--- src/rtl/aes_job_arbiter.sv ---
// Round-robin arbiter sharing one AES-128 core among N_REQ job ports, with a tagged response channel.
// Define AES_ARB_TIMEOUT_EN to enable the WAIT-state watchdog (TIMEOUT_CYC cycles, rsp_err on abort).
module aes_job_arbiter #(
    parameter int unsigned N_REQ       = 4,
    parameter int unsigned DATA_W      = 128,
    parameter int unsigned TIMEOUT_CYC = 64
) (
    input  logic                     clk_i,
    input  logic                     rst_ni,
    input  logic [N_REQ-1:0]         req_valid_i,
    output logic [N_REQ-1:0]         req_ready_o,
    input  logic [N_REQ*DATA_W-1:0]  req_text_i,
    input  logic [N_REQ*DATA_W-1:0]  req_key_i,
    output logic                     core_start_o,
    output logic [DATA_W-1:0]        core_text_o,
    output logic [DATA_W-1:0]        core_key_o,
    input  logic                     core_done_i,
    input  logic [DATA_W-1:0]        core_result_i,
    output logic                     rsp_valid_o,
    input  logic                     rsp_ready_i,
    output logic [$clog2(N_REQ)-1:0] rsp_id_o,
    output logic [DATA_W-1:0]        rsp_data_o,
    output logic                     rsp_err_o,
    output logic                     busy_o
);

    localparam int unsigned IdW = $clog2(N_REQ);

    if (N_REQ < 2 || N_REQ > 8 || TIMEOUT_CYC < 1) begin : g_cfg_check
        $error("aes_job_arbiter: unsupported parameter set");
    end

    typedef enum logic [1:0] {StIdle, StLaunch, StWait, StResp} state_e;

    state_e              state_q;
    logic [IdW-1:0]      rr_ptr_q;
    logic                core_start_q;
    logic [DATA_W-1:0]   core_text_q;
    logic [DATA_W-1:0]   core_key_q;
    logic                rsp_valid_q;
    logic [IdW-1:0]      rsp_id_q;
    logic [DATA_W-1:0]   rsp_data_q;
    logic                busy_q;

    logic                found;
    logic [IdW-1:0]      winner;
    logic [IdW-1:0]      idx;
    logic [DATA_W-1:0]   text_sel;
    logic [DATA_W-1:0]   key_sel;

`ifdef AES_ARB_TIMEOUT_EN
    localparam int unsigned   CntW    = $clog2(TIMEOUT_CYC + 1);
    localparam logic [CntW-1:0] CntLast = CntW'(TIMEOUT_CYC - 1);

    logic [CntW-1:0] wait_cnt_q;
    logic            rsp_err_q;

    assign rsp_err_o = rsp_err_q;
`else
    assign rsp_err_o = 1'b0;
`endif

    // Index arithmetic modulo N_REQ, so the pointer never leaves 0..N_REQ-1.
    function automatic logic [IdW-1:0] wrap_add(input logic [IdW-1:0] base,
                                                input int unsigned off);
        int unsigned s;
        s = 32'(base) + off;
        if (s >= N_REQ) begin
            s = s - N_REQ;
        end
        return IdW'(s);
    endfunction

    always_comb begin
        found  = 1'b0;
        winner = '0;
        idx    = '0;
        for (int unsigned k = 0; k < N_REQ; k++) begin
            idx = wrap_add(rr_ptr_q, k);
            if (!found && req_valid_i[idx]) begin
                found  = 1'b1;
                winner = idx;
            end
        end
    end

    always_comb begin
        text_sel = '0;
        key_sel  = '0;
        for (int unsigned k = 0; k < N_REQ; k++) begin
            if (winner == IdW'(k)) begin
                text_sel = req_text_i[k*DATA_W +: DATA_W];
                key_sel  = req_key_i[k*DATA_W +: DATA_W];
            end
        end
    end

    // Gated by reset so every output reads zero while reset is held.
    always_comb begin
        req_ready_o = '0;
        if (rst_ni && state_q == StIdle && found) begin
            req_ready_o[winner] = 1'b1;
        end
    end

    always_ff @(posedge clk_i or negedge rst_ni) begin
        if (!rst_ni) begin
            state_q      <= StIdle;
            rr_ptr_q     <= '0;
            core_start_q <= 1'b0;
            core_text_q  <= '0;
            core_key_q   <= '0;
            rsp_valid_q  <= 1'b0;
            rsp_id_q     <= '0;
            rsp_data_q   <= '0;
            busy_q       <= 1'b0;
`ifdef AES_ARB_TIMEOUT_EN
            wait_cnt_q   <= '0;
            rsp_err_q    <= 1'b0;
`endif
        end else begin
            core_start_q <= 1'b0;
            case (state_q)
                StIdle: begin
                    if (found) begin
                        core_text_q  <= text_sel;
                        core_key_q   <= key_sel;
                        rsp_id_q     <= winner;
                        rr_ptr_q     <= wrap_add(winner, 1);
                        core_start_q <= 1'b1;
                        busy_q       <= 1'b1;
                        state_q      <= StLaunch;
                    end
                end
                StLaunch: begin
`ifdef AES_ARB_TIMEOUT_EN
                    wait_cnt_q <= '0;
`endif
                    state_q <= StWait;
                end
                StWait: begin
                    // core_done has priority over a coincident timeout
                    if (core_done_i) begin
                        rsp_data_q  <= core_result_i;
                        rsp_valid_q <= 1'b1;
`ifdef AES_ARB_TIMEOUT_EN
                        rsp_err_q   <= 1'b0;
`endif
                        state_q     <= StResp;
                    end
`ifdef AES_ARB_TIMEOUT_EN
                    else if (wait_cnt_q == CntLast) begin
                        rsp_data_q  <= '0;
                        rsp_err_q   <= 1'b1;
                        rsp_valid_q <= 1'b1;
                        state_q     <= StResp;
                    end else begin
                        wait_cnt_q <= wait_cnt_q + 1'b1;
                    end
`endif
                end
                StResp: begin
                    if (rsp_ready_i) begin
                        rsp_valid_q <= 1'b0;
                        busy_q      <= 1'b0;
                        state_q     <= StIdle;
                    end
                end
                default: begin
                    state_q <= StIdle;
                end
            endcase
        end
    end

    assign core_start_o = core_start_q;
    assign core_text_o  = core_text_q;
    assign core_key_o   = core_key_q;
    assign rsp_valid_o  = rsp_valid_q;
    assign rsp_id_o     = rsp_id_q;
    assign rsp_data_o   = rsp_data_q;
    assign busy_o       = busy_q;

endmodule

--- config.mk ---
export PLATFORM = sky130hd
export DESIGN_NAME = aes_job_arbiter
export DESIGN_NICKNAME = d
export VERILOG_FILES = /design/src/rtl/aes_job_arbiter.sv
export SDC_FILE = /design/constraint.sdc
export NUM_CORES = 1
export LEC_CHECK = 0
export BUFFER_PORTS_ARGS = -buffer_cell sky130_fd_sc_hd__buf_2
export CORE_AREA = 2 2 599 601
export DETAILED_ROUTE_END_ITERATION = 8
export DIE_AREA = 0 0 601 603
export SYNTH_ARGS = -nofsm -noshare
export SYNTH_HDL_FRONTEND = slang
export SYNTH_SLANG_ARGS = --single-unit
--- constraint.sdc ---
create_clock -name clk_i -period 2.99 [get_ports clk_i]
set_clock_uncertainty 0.15 [all_clocks]
set_input_delay 0.4485 -clock clk_i [delete_from_list [all_inputs] [get_ports clk_i]]
set_output_delay 0.4485 -clock clk_i [all_outputs]
set_load 0.05 [all_outputs]
; ---- Yosys cells after proc, flatten, opt, wreduce, memory -nomap -nowiden
; Index checks and enable logic that the tools add are counted.
[word_totals]
word_cells = 99
inputBits = 1160
register_bits = 393
output_inout_bits = 394
[classes]
reduce_logical = 18
eq_ne = 9
n_addsub = 9
order_cmp = 11
muxes = 43
[ops]
columns = op, n
row1 = 128-bit two-way mux, 8
row2 = 2-bit two-way mux, 12
row3 = 2-bit by 3-bit < comparator with 1-bit output (second input constant), 5
row4 = 1-bit two-way mux, 14
row5 = 3-bit >= comparator (second input constant), 4
row6 = 2-bit by 1-bit subtractor with 2-bit output (second input constant), 5
row7 = 3-bit AND reduction, 3
row8 = 1-bit binary-select mux with 2-bit select, 4
row9 = 2-bit equality test (second input constant), 4
row10 = 2-bit case mux with 4 select lines, 1
row11 = 2-bit by 1-bit adder with 3-bit output (second input constant), 2
row12 = 2-bit by 2-bit adder with 3-bit output (second input constant), 2
row13 = 1-bit logical AND, 6
row14 = 2-bit inequality test (second input constant), 3
row15 = 2-bit by 1-bit equality test with 1-bit output (second input constant), 2
row16 = 2-bit logical NOT, 2
row17 = 4-bit two-way mux, 1
row18 = 1-bit case mux with 2 select lines, 2
row19 = 2-bit AND reduction, 2
row20 = 2-bit nonzero test, 2
row21 = 2-bit by 3-bit >= comparator with 1-bit output (second input constant), 1
row22 = 1-bit logical NOT, 3
row23 = 1-bit demux with 2-bit select, 1
row24 = 2-bit by 1-bit >= comparator with 1-bit output (second input constant), 1

; ---- Logic depth before layout (Yosys ltp)
; Gate-level depths: netlist (run 1).
[logic_depth]
word_depth = 19
mapped_depth = 10

; ---- Least setup slack after synthesis (run 1)
; No wires, ideal clock.
[synth_timing]
path_type = input-to-output
startpoint = in req_valid_i[2]
endpoint = out req_ready_o[3]
cell_stages = 8
setup_slack_ns = -0.090
arrival_time_ns = 2.481
n_path_buf = 3
path_cell_list = nor2b_1 -> o21a_1 -> nor3_1 -> ha_1 -> clkbuf_1 -> clkbuf_1 -> clkbuf_1 -> and3_1
[synth_via]
elab_chain_cells = 17
word_cells_on_any_way = 29
classes_between = order compare: 2 / mux: 19 / reduce/logical: 8
[synth_rtl]
columns = element, line_no
row1 = from (decl), 10  ; input logic [N_REQ-1:0] req_valid_i,
row2 = 1-bit binary-select mux with 2-bit select, 80  ; if (!found && req_valid_i[idx]) begin
row3 = 1-bit two-way mux (not written as such), 80
row4 = 1-bit two-way mux, 80
row5 = 1-bit logical NOT, 80
row6 = 1-bit logical AND, 80
row7 = 1-bit two-way mux, 80
row8 = 1-bit logical NOT, 80
row9 = 1-bit logical AND, 80
row10 = [2 not listed], -
row11 = 1-bit logical AND, 80
row12 = 2-bit two-way mux *, 80
row13 = named net winner[0], 46  ; logic [IdW-1:0] winner;
row14 = 2-bit by 3-bit < comparator with 1-bit output (not written as such) or 2-bit by 1-bit >= comparator with 1-bit output (tied branches), 102  ; req_ready_o[winner] = 1'b1;
row15 = 1-bit logical AND (not written as such), 102
row16 = 1-bit two-way mux (not written as such), 102
row17 = 1-bit demux with 2-bit select *, 102
row18 = 4-bit two-way mux *, 101  ; if (rst_ni && state_q == StIdle && found) begin
row19 = to (decl), 11  ; output logic [N_REQ-1:0] req_ready_o,
; The timed path passes the listed nets; every way through them passes the cells marked *. The select of a mux whose other input is x is not followed.

; ---- Worst setup path in the final report (run 1)
[layout_timing]
startpoint = reg rr_ptr_q[0]
endpoint = out req_ready_o[0]
[layout_via]
elab_chain_cells = 19
word_cells_on_any_way = 44
classes_between = add/sub: 7 / order compare: 6 / mux: 23 / reduce/logical: 8
[layout_rtl]
columns = element, line_no
row1 = from (decl), 36  ; logic [IdW-1:0] rr_ptr_q;
row2 = from (signal assigned), 129  ; rr_ptr_q <= wrap_add(winner, 1);
row3 = "parallel branches: the longest is 18 deep, another holds 2-bit by 1-bit adder with 3-bit output", -
row4 = 4-bit two-way mux *, 101
; Mark *: on every way between the ends. The select of a mux whose other input is x is not followed.

==> results of run 1 <==
-- power groups by stage --
stage                     combinational [W]  clock (W)  sequential [W]
after global placement               0.0342          0         0.00994
final                                0.0365    0.00688          0.0100
after floorplan                      0.0110          0          0.0191
after detailed placement             0.0341          0          0.0100
after CTS                            0.0362    0.00713         0.00998
after global routing                 0.0380    0.00728          0.0103
-- state kept, by name, summed over array words and instances (netlist names) --
| register | count |
|---|---|
| state_q | 2 |
| rsp_id_o | 2 |
| core_key_o | 128 |
| core_text_o | 128 |
| rsp_data_o | 128 |
| busy_o | 1 |
| core_start_o | 1 |
| rsp_valid_o | 1 |
| rr_ptr_q | 2 |
-- through the flow --
step           std cells  hold WS, ps  instance area [sq um]  power (W)  setup slack [ps]
5_1_grt            10100         29.9                  50500     0.0555              -129
2_1_floorplan       2641         2.91                  23000     0.0300              22.7
6_report           10100         75.9                  50600     0.0535             -31.9
4_1_cts            10000        0.521                  50300     0.0533             -98.7
3_5_place_dp        8863          242                  37700     0.0441             -45.4
3_3_place_gp        8863          240                  37700     0.0441             -48.1
-- metal layers --
layer  vias to the layer above  track usage (%)  share of wire, %
met5                         -                0              0.26
met2                      2335             25.1                48
met1                     17200             14.7                34
met3                       831             5.06               9.2
met4                       104             9.59               8.3
li1                      14800                -                 -
-- synth_stat cells, types with 3 or more instances --
library cell    n  area share, %
a21oi_1       771             17
dfrtp_1       393             43
inv_1         263            4.3
nor2_1        259            4.2
a221o_1       256             11
nand3b_1      256            8.4
clkbuf_1      229            3.7
mux2_2        129            6.3
buf_2          26           0.57
buf_1          16           0.26
ha_1            7           0.38
nand2_1         7           0.11
and3_1          4           0.11
nand2b_1        3          0.082
nor2b_1         3          0.082
-- what timing repair did --
action	in CTS	in global routing
endpoints found under the setup margin	4	53
pin swaps	7	0
gates cloned	3	0
endpoints found under the hold margin	435	0
buffers inserted	14	0
gates resized for setup	26	6
hold buffers	1050	0
-- cell families (layout without fill, tap and decap cells) --
group           count (synthesis)  count (layout)  share of synthesized area (%)
mux                           129             129                           6.32
buf+inv                       536            3173                           8.92
compound gates               1039            1039                           28.5
fa+ha+maj                       7               7                          0.381
flops                         393             393                           42.8
simple gates                  536             536                           13.1
other cells                     1             113                         0.0163
-- area by class of cell --
cell class | count | share of cell area [%]
well taps | 4751 | 11.8
multi-input cells | 1712 | 22.2
clock inverters | 20 | 0.388
repair buffers | 2810 | 40.6
diodes | 112 | 0.554
clock buffers | 79 | 3.14
inverters | 264 | 1.99
flip-flops and latches | 393 | 19.4
-- path summary, 6_finish.rpt --
| kind | from | endpoint | slack (ps) | depth (start not counted) |
|---|---|---|---|---|
| max | rr_ptr_q[0]$_DFFE_PN0P_ | req_ready_o[0] | -30 | 7 |
| min | req_text_i[107] | core_text_o[107]$_DFFE_PN0P_ | 80 | 4 |
| max reg2reg | rr_ptr_q[0]$_DFFE_PN0P_ | core_key_o[41]$_DFFE_PN0P_ | 100 | 11 |
| min reg2reg | rsp_id_o[0]$_DFFE_PN0P_ | rsp_id_o[0]$_DFFE_PN0P_ | 340 | 2 |
| max in group asynchronous | rst_ni | rr_ptr_q[1]$_DFFE_PN0P_ | 1240 | 4 |
| min in group asynchronous | rst_ni | core_key_o[74]$_DFFE_PN0P_ | 100 | 2 |
-- worst max-delay path: cells and delay by family (launching register included) --
| family | cells | cell delay, ps |
|---|---|---|
| and+or+nand+nor | 3 | 600 |
| DFF | 1 | 400 |
| adders and majority gates | 1 | 190 |
| buffers and inverters | 2 | 280 |
| AOI/OAI and AO/OA | 1 | 200 |
==> results_dict.tcl, run 1 <==
set metrics [dict create \
    status "complete, but fails checks" \
    violations "setup timing" \
    min_path_type "in2reg" \
    grt_pass1_wl_mm 350 \
    std_cell_rows 219 \
    timing.setup.critical_path_class "reg2out" \
    yosysUniqueCellTypes 34 \
    die_area_sq_mm 0.362 \
    synth_seq_area_share_pct 42.8 \
    cp_data_required_time_ps 2390 \
    synthesis.yosys.warnings 0 \
    worst_ir_drop_vdd_mv 0.798 \
    layout.area.seq_sq_mm 0.00984 \
    antenna_left 0 \
    routed_wl_mm 277 \
    startpoint_types "register" \
    globalRouteOverflowTotal 0 \
    synthFlopType "dfrtp_1" \
    place_congestion 1.07 \
    avgRoutedWirePerCell_um 27.3 \
    rsz0062_at_grt "yes" \
    track_usage_pct 14.5 \
    fin_nets 6403 \
    drt_pre_antenna_iters 6 \
    total_leakage_power_nw 22.0 \
    worst_ep_arrival_time_ps 2420 \
    asyncSetResetFlopFracSynth_pct 100 \
    yosys_register_bits 393 \
    layout.cells.most_common "buf_2" \
    max_cap_violations 0 \
    clkSinkCount 393 \
    clock_path_buffers 3 \
    final.setup.worst_slack_ps -31.9 \
    crit_path_top_delay_cell "dfrtp_1" \
    drc_violation_count_after_routing 0 \
    detail_route.iter0.violations 3442 \
    end_of_flow_core_utilization_pct 14.2 \
    finalSetupTns_ps -47.3 \
    footprint_of_the_multi_input_gates_sq_mm 0.0112 \
    fp.dieW_um 601 \
    critical_path.max_fanout 3 \
    p_per_area_mw_per_mm2 1060 \
    layout-drive-gt1-share_pct 37.8 \
    core-area_sq_mm 0.355 \
    slew-limit-headroom_pct 51.4 \
    cp_endpoint_kind "primary output" \
    p_sw_w 0.0309 \
    most-common-layout-cells "buf_2 (1,547), dlygate4sd3_1 (1,050), a21oi_1 (768), dfrtp_1 (392), inv_1 (263)" \
    finalMaxSlewViolations 0 \
    combPwrFrac_pct 68.3 \
    tightestPinTransition_ps 729 \
    power_switching_share_pct 57.7 \
    hold_viol_final 0 \
    portBuffers 1552 \
    layout.filler_cells 40600 \
    cts_inserted_buffers 55 \
    power.internal_w 0.0226 \
    cts.root.buffer_cell "clkbuf_16" \
    grt_max_degree 102 \
    antenna_found_initial 213 \
    setup_viol 3 \
    htree_num_levels 2 \
    area_growth_pct 120 \
    crit_path_max_incr_delay_ps 400 \
    mappedNetlistArea_sq_mm 0.0230 \
    share_seq_of_total_power_pct 18.8 \
    synth_area_per_cell_sq_um 8.70 \
    power_share_of_the_clock_group_pct 12.9 \
    synth_nets 3808 \
    worst_setup_hold_path_clk_slew_ps 60 \
    clkLatencyLatePin_ps 740 \
    finalWorstPathRequiredPeriod_ps 3020 \
    post-dp-hpwl_mm 232 \
    tritoncts "built" \
    floorplan.initialDensity_pct 6.46 \
    max_freq_mhz 331 \
    via_count 35300 \
    post_drt_via_cell_ratio 3.48 \
    number_of_enable_type_register_cells_in_the_synthesized_netlist 0 \
    die_height_um 603 \
    final_min_period_over_clock_period_pct 101 \
    crit_path_cell_trace "nor2b_2, o21a_1, or3_4, ha_4, buf_12, and3_4, buf_6" \
    syn_inst 2641 \
    pin_count 1554 \
    first_global_vias 34900 \
]
Note: power is estimated with default switching activity, not from simulation.
==> inputs of run 2 (changes only) <==
PLACE_DENSITY_LB_ADDON = 0.1   (was unset)
==> run 2 against run 1 <==
The run still ends with setup timing left. Via count shrank 6.9%. Count of clock-buffer cells in the layout grew 23. Sequential share of layout area shrank 0.38 points. Total power grew 2.1%. Critical path type unchanged. Highest routed layer unchanged.
==> results_dict.tcl, run 2 (synthesized netlist as in run 1, its figures left out) <==
set metrics [dict create \
    status "complete, but fails checks" \
    violations "setup timing" \
    track_usage_pct 13.4 \
    post-dp-hpwl_mm 212 \
    min_path_type "in2reg" \
    drc_violation_count_after_routing 0 \
    via_count 32900 \
    finalSetupTns_ps -101 \
    grt_pass1_wl_mm 332 \
    area_growth_pct 125 \
    clock_path_buffers 4 \
    p_per_area_mw_per_mm2 1060 \
    setup_viol 3 \
    cp_top_family "simple AND/OR/NAND/NOR gates" \
    startpoint_types "register" \
    critical_path.max_fanout 5 \
    pin_count 1554 \
    p_sw_w 0.0302 \
    power_share_of_the_clock_group_pct 15.7 \
    max_cap_violations 0 \
    hold_viol_final 0 \
    finalWorstPathRequiredPeriod_ps 3040 \
    cp_endpoint_kind "primary output" \
    most-common-layout-cells "buf_2 (1,547), dlygate4sd3_1 (1,072), a21oi_1 (766), dfrtp_1 (392), inv_1 (263)" \
    worst_ep_arrival_time_ps 2440 \
    timing.critical_path.buf_inv 2 \
    portBuffers 1552 \
    worst_ir_drop_vdd_mv 0.570 \
    timing.setup.critical_path_class "reg2out" \
    drt_pre_antenna_iters 5 \
    fin_nets 6475 \
    avgRoutedWirePerCell_um 25.0 \
    layout_cells_excl_fill 10100 \
    clkLatencyLatePin_ps 730 \
    std_cell_rows 219 \
    worst_setup_hold_path_clk_slew_ps 50 \
    timing.rr.end "core_key_o[33]$_DFFE_PN0P_" \
    layout.cells.most_common "buf_2" \
    rrSetupSlack_ps 20 \
    globalRouteOverflowTotal 0 \
    number_of_placed_instances_with_taps_included 8893 \
    footprint_of_the_multi_input_gates_sq_mm 0.0113 \
    timing.hold.worst.start "req_text_i[78]" \
    final_min_period_over_clock_period_pct 102 \
    finalMaxSlewViolations 0 \
    share_seq_of_total_power_pct 18.8 \
    antenna_found_initial 124 \
    ff2ff_path_depth 12 \
    regToRegStartpoint "rr_ptr_q[1]$_DFFE_PN0P_" \
    first_global_vias 35400 \
    power.internal_w 0.0244 \
    total_leakage_power_nw 22.5 \
    total_power_w 0.0546 \
    htree_num_levels 3 \
    grt_max_degree 103 \
    crit_path_top_delay_cell "dfrtp_2" \
    floorplan.initialDensity_pct 6.46 \
    clkSinkCount 393 \
    worstHoldEndpoint "core_text_o[78]$_DFFE_PN0P_" \
    cts.root.buffer_cell "clkbuf_16" \
    antenna_left 0 \
    max_freq_mhz 329 \
    place_congestion 0.862 \
    end_of_flow_core_utilization_pct 14.5 \
    final.setup.worst_slack_ps -47.6 \
    core-area_sq_mm 0.355 \
    cp_data_required_time_ps 2390 \
    crit_path_max_incr_delay_ps 450 \
    layout.area.seq_sq_mm 0.00984 \
    rsz0062_at_grt "yes" \
    combPwrFrac_pct 65.6 \
    tightestPinTransition_ps 856 \
    finalInstanceArea_sq_mm 0.0516 \
    power_switching_share_pct 55.4 \
    die_area_sq_mm 0.362 \
    routed_wl_mm 254 \
    layout.filler_cells 41000 \
    cts_inserted_buffers 72 \
    worst_hold_path.num_cells 4 \
    slew-limit-headroom_pct 42.9 \
    detail_route.iter0.violations 1710 \
    post_drt_via_cell_ratio 3.24 \
    dpl-instance-area_sq_mm 0.0381 \
    layout-drive-gt1-share_pct 38.3 \
    tritoncts "built" \
    die_height_um 603 \
    crit_path_cell_trace "nand2_2, a311oi_4, or2_4, buf_6, ha_4, and3_4, buf_8" \
    fp.dieW_um 601 \
]
run 2: cell types whose count changed in the layout (fill, tap and decap cells not counted), sizes merged, moves of 2 or more:
cell	before	now
clkbuf	79	105
diode	112	48
buf	1758	1789
clkinv	18	8
dlygate4sd3	1050	1072
bufinv	1	3
run 2: through the flow:
stage               setup slack [ps]  hold WS, ps
floorplan                       22.7         2.91
global placement                -210          277
detailed placement              -199          275
CTS                             -196        0.676
global route                    -147         45.6
finish                         -47.6         53.8
run 2: final cells by class:
type / count / share of cell area (%)
antenna: 48 / 0.233
inverter: 264 / 1.95
timing repair buffer: 2865 / 41.1
sequential: 393 / 19.1
clock buffer: 102 / 4.01
clock inverter: 14 / 0.320
tap: 4751 / 11.5
multi-input combinational: 1712 / 21.8
run 2: layer usage:
layer	track usage [%]	routed length, um	part of all wire (%)	vias to the layer above
li1	-	-	-	14900
met1	14.9	97600	39	16400
met2	25.6	135000	53	1207
met3	2.63	13100	5.2	333
met4	3.48	7800	3.1	30
met5	0	200	0.079	-
run 2: power by group through the flow:
stage | clock [W] | combinational [W] | sequential, W
finish | 0.00855 | 0.0358 | 0.0102
global route | 0.00913 | 0.0379 | 0.0106
CTS | 0.00902 | 0.0364 | 0.0103
detailed placement | 0 | 0.0348 | 0.0104
global placement | 0 | 0.0349 | 0.0104
floorplan | 0 | 0.0110 | 0.0191
run 2: worst max-delay path by stage:
stage / start / to / slack (ps) / depth (start not counted)
after floorplan: req_valid_i[2] / req_ready_o[1] / 20 / 8
after global placement: req_valid_i[2] / core_key_o[102]$_DFFE_PN0P_ / -210 / 10
after detailed placement: req_valid_i[2] / core_key_o[102]$_DFFE_PN0P_ / -200 / 10
after CTS: rr_ptr_q[0]$_DFFE_PN0P_ / req_ready_o[0] / -200 / 7
after global routing: rr_ptr_q[0]$_DFFE_PN0P_ / req_ready_o[2] / -150 / 7
final: rr_ptr_q[1]$_DFFE_PN0P_ / req_ready_o[0] / -50 / 7
run 2: worst register-to-register path: stages, from the launching register on:
cell and delay (ps):
dfrtp_2 450, nand2_2 90, a311oi_4 310, buf_4 190, nor2_4 40, ha_4 190, buf_4 160, buf_4 180
buf_12 160, buf_16 280, buf_12 180, a221o_1 400, a21oi_2 140
run 2: timing repair:
action	4_1_cts	5_1_grt
hold buffers	1072	0
buffers inserted	13	9
setup endpoints to repair	4	152
hold endpoints to repair	568	0
pin swaps	7	3
cloned	1	3
gates resized for setup	33	8
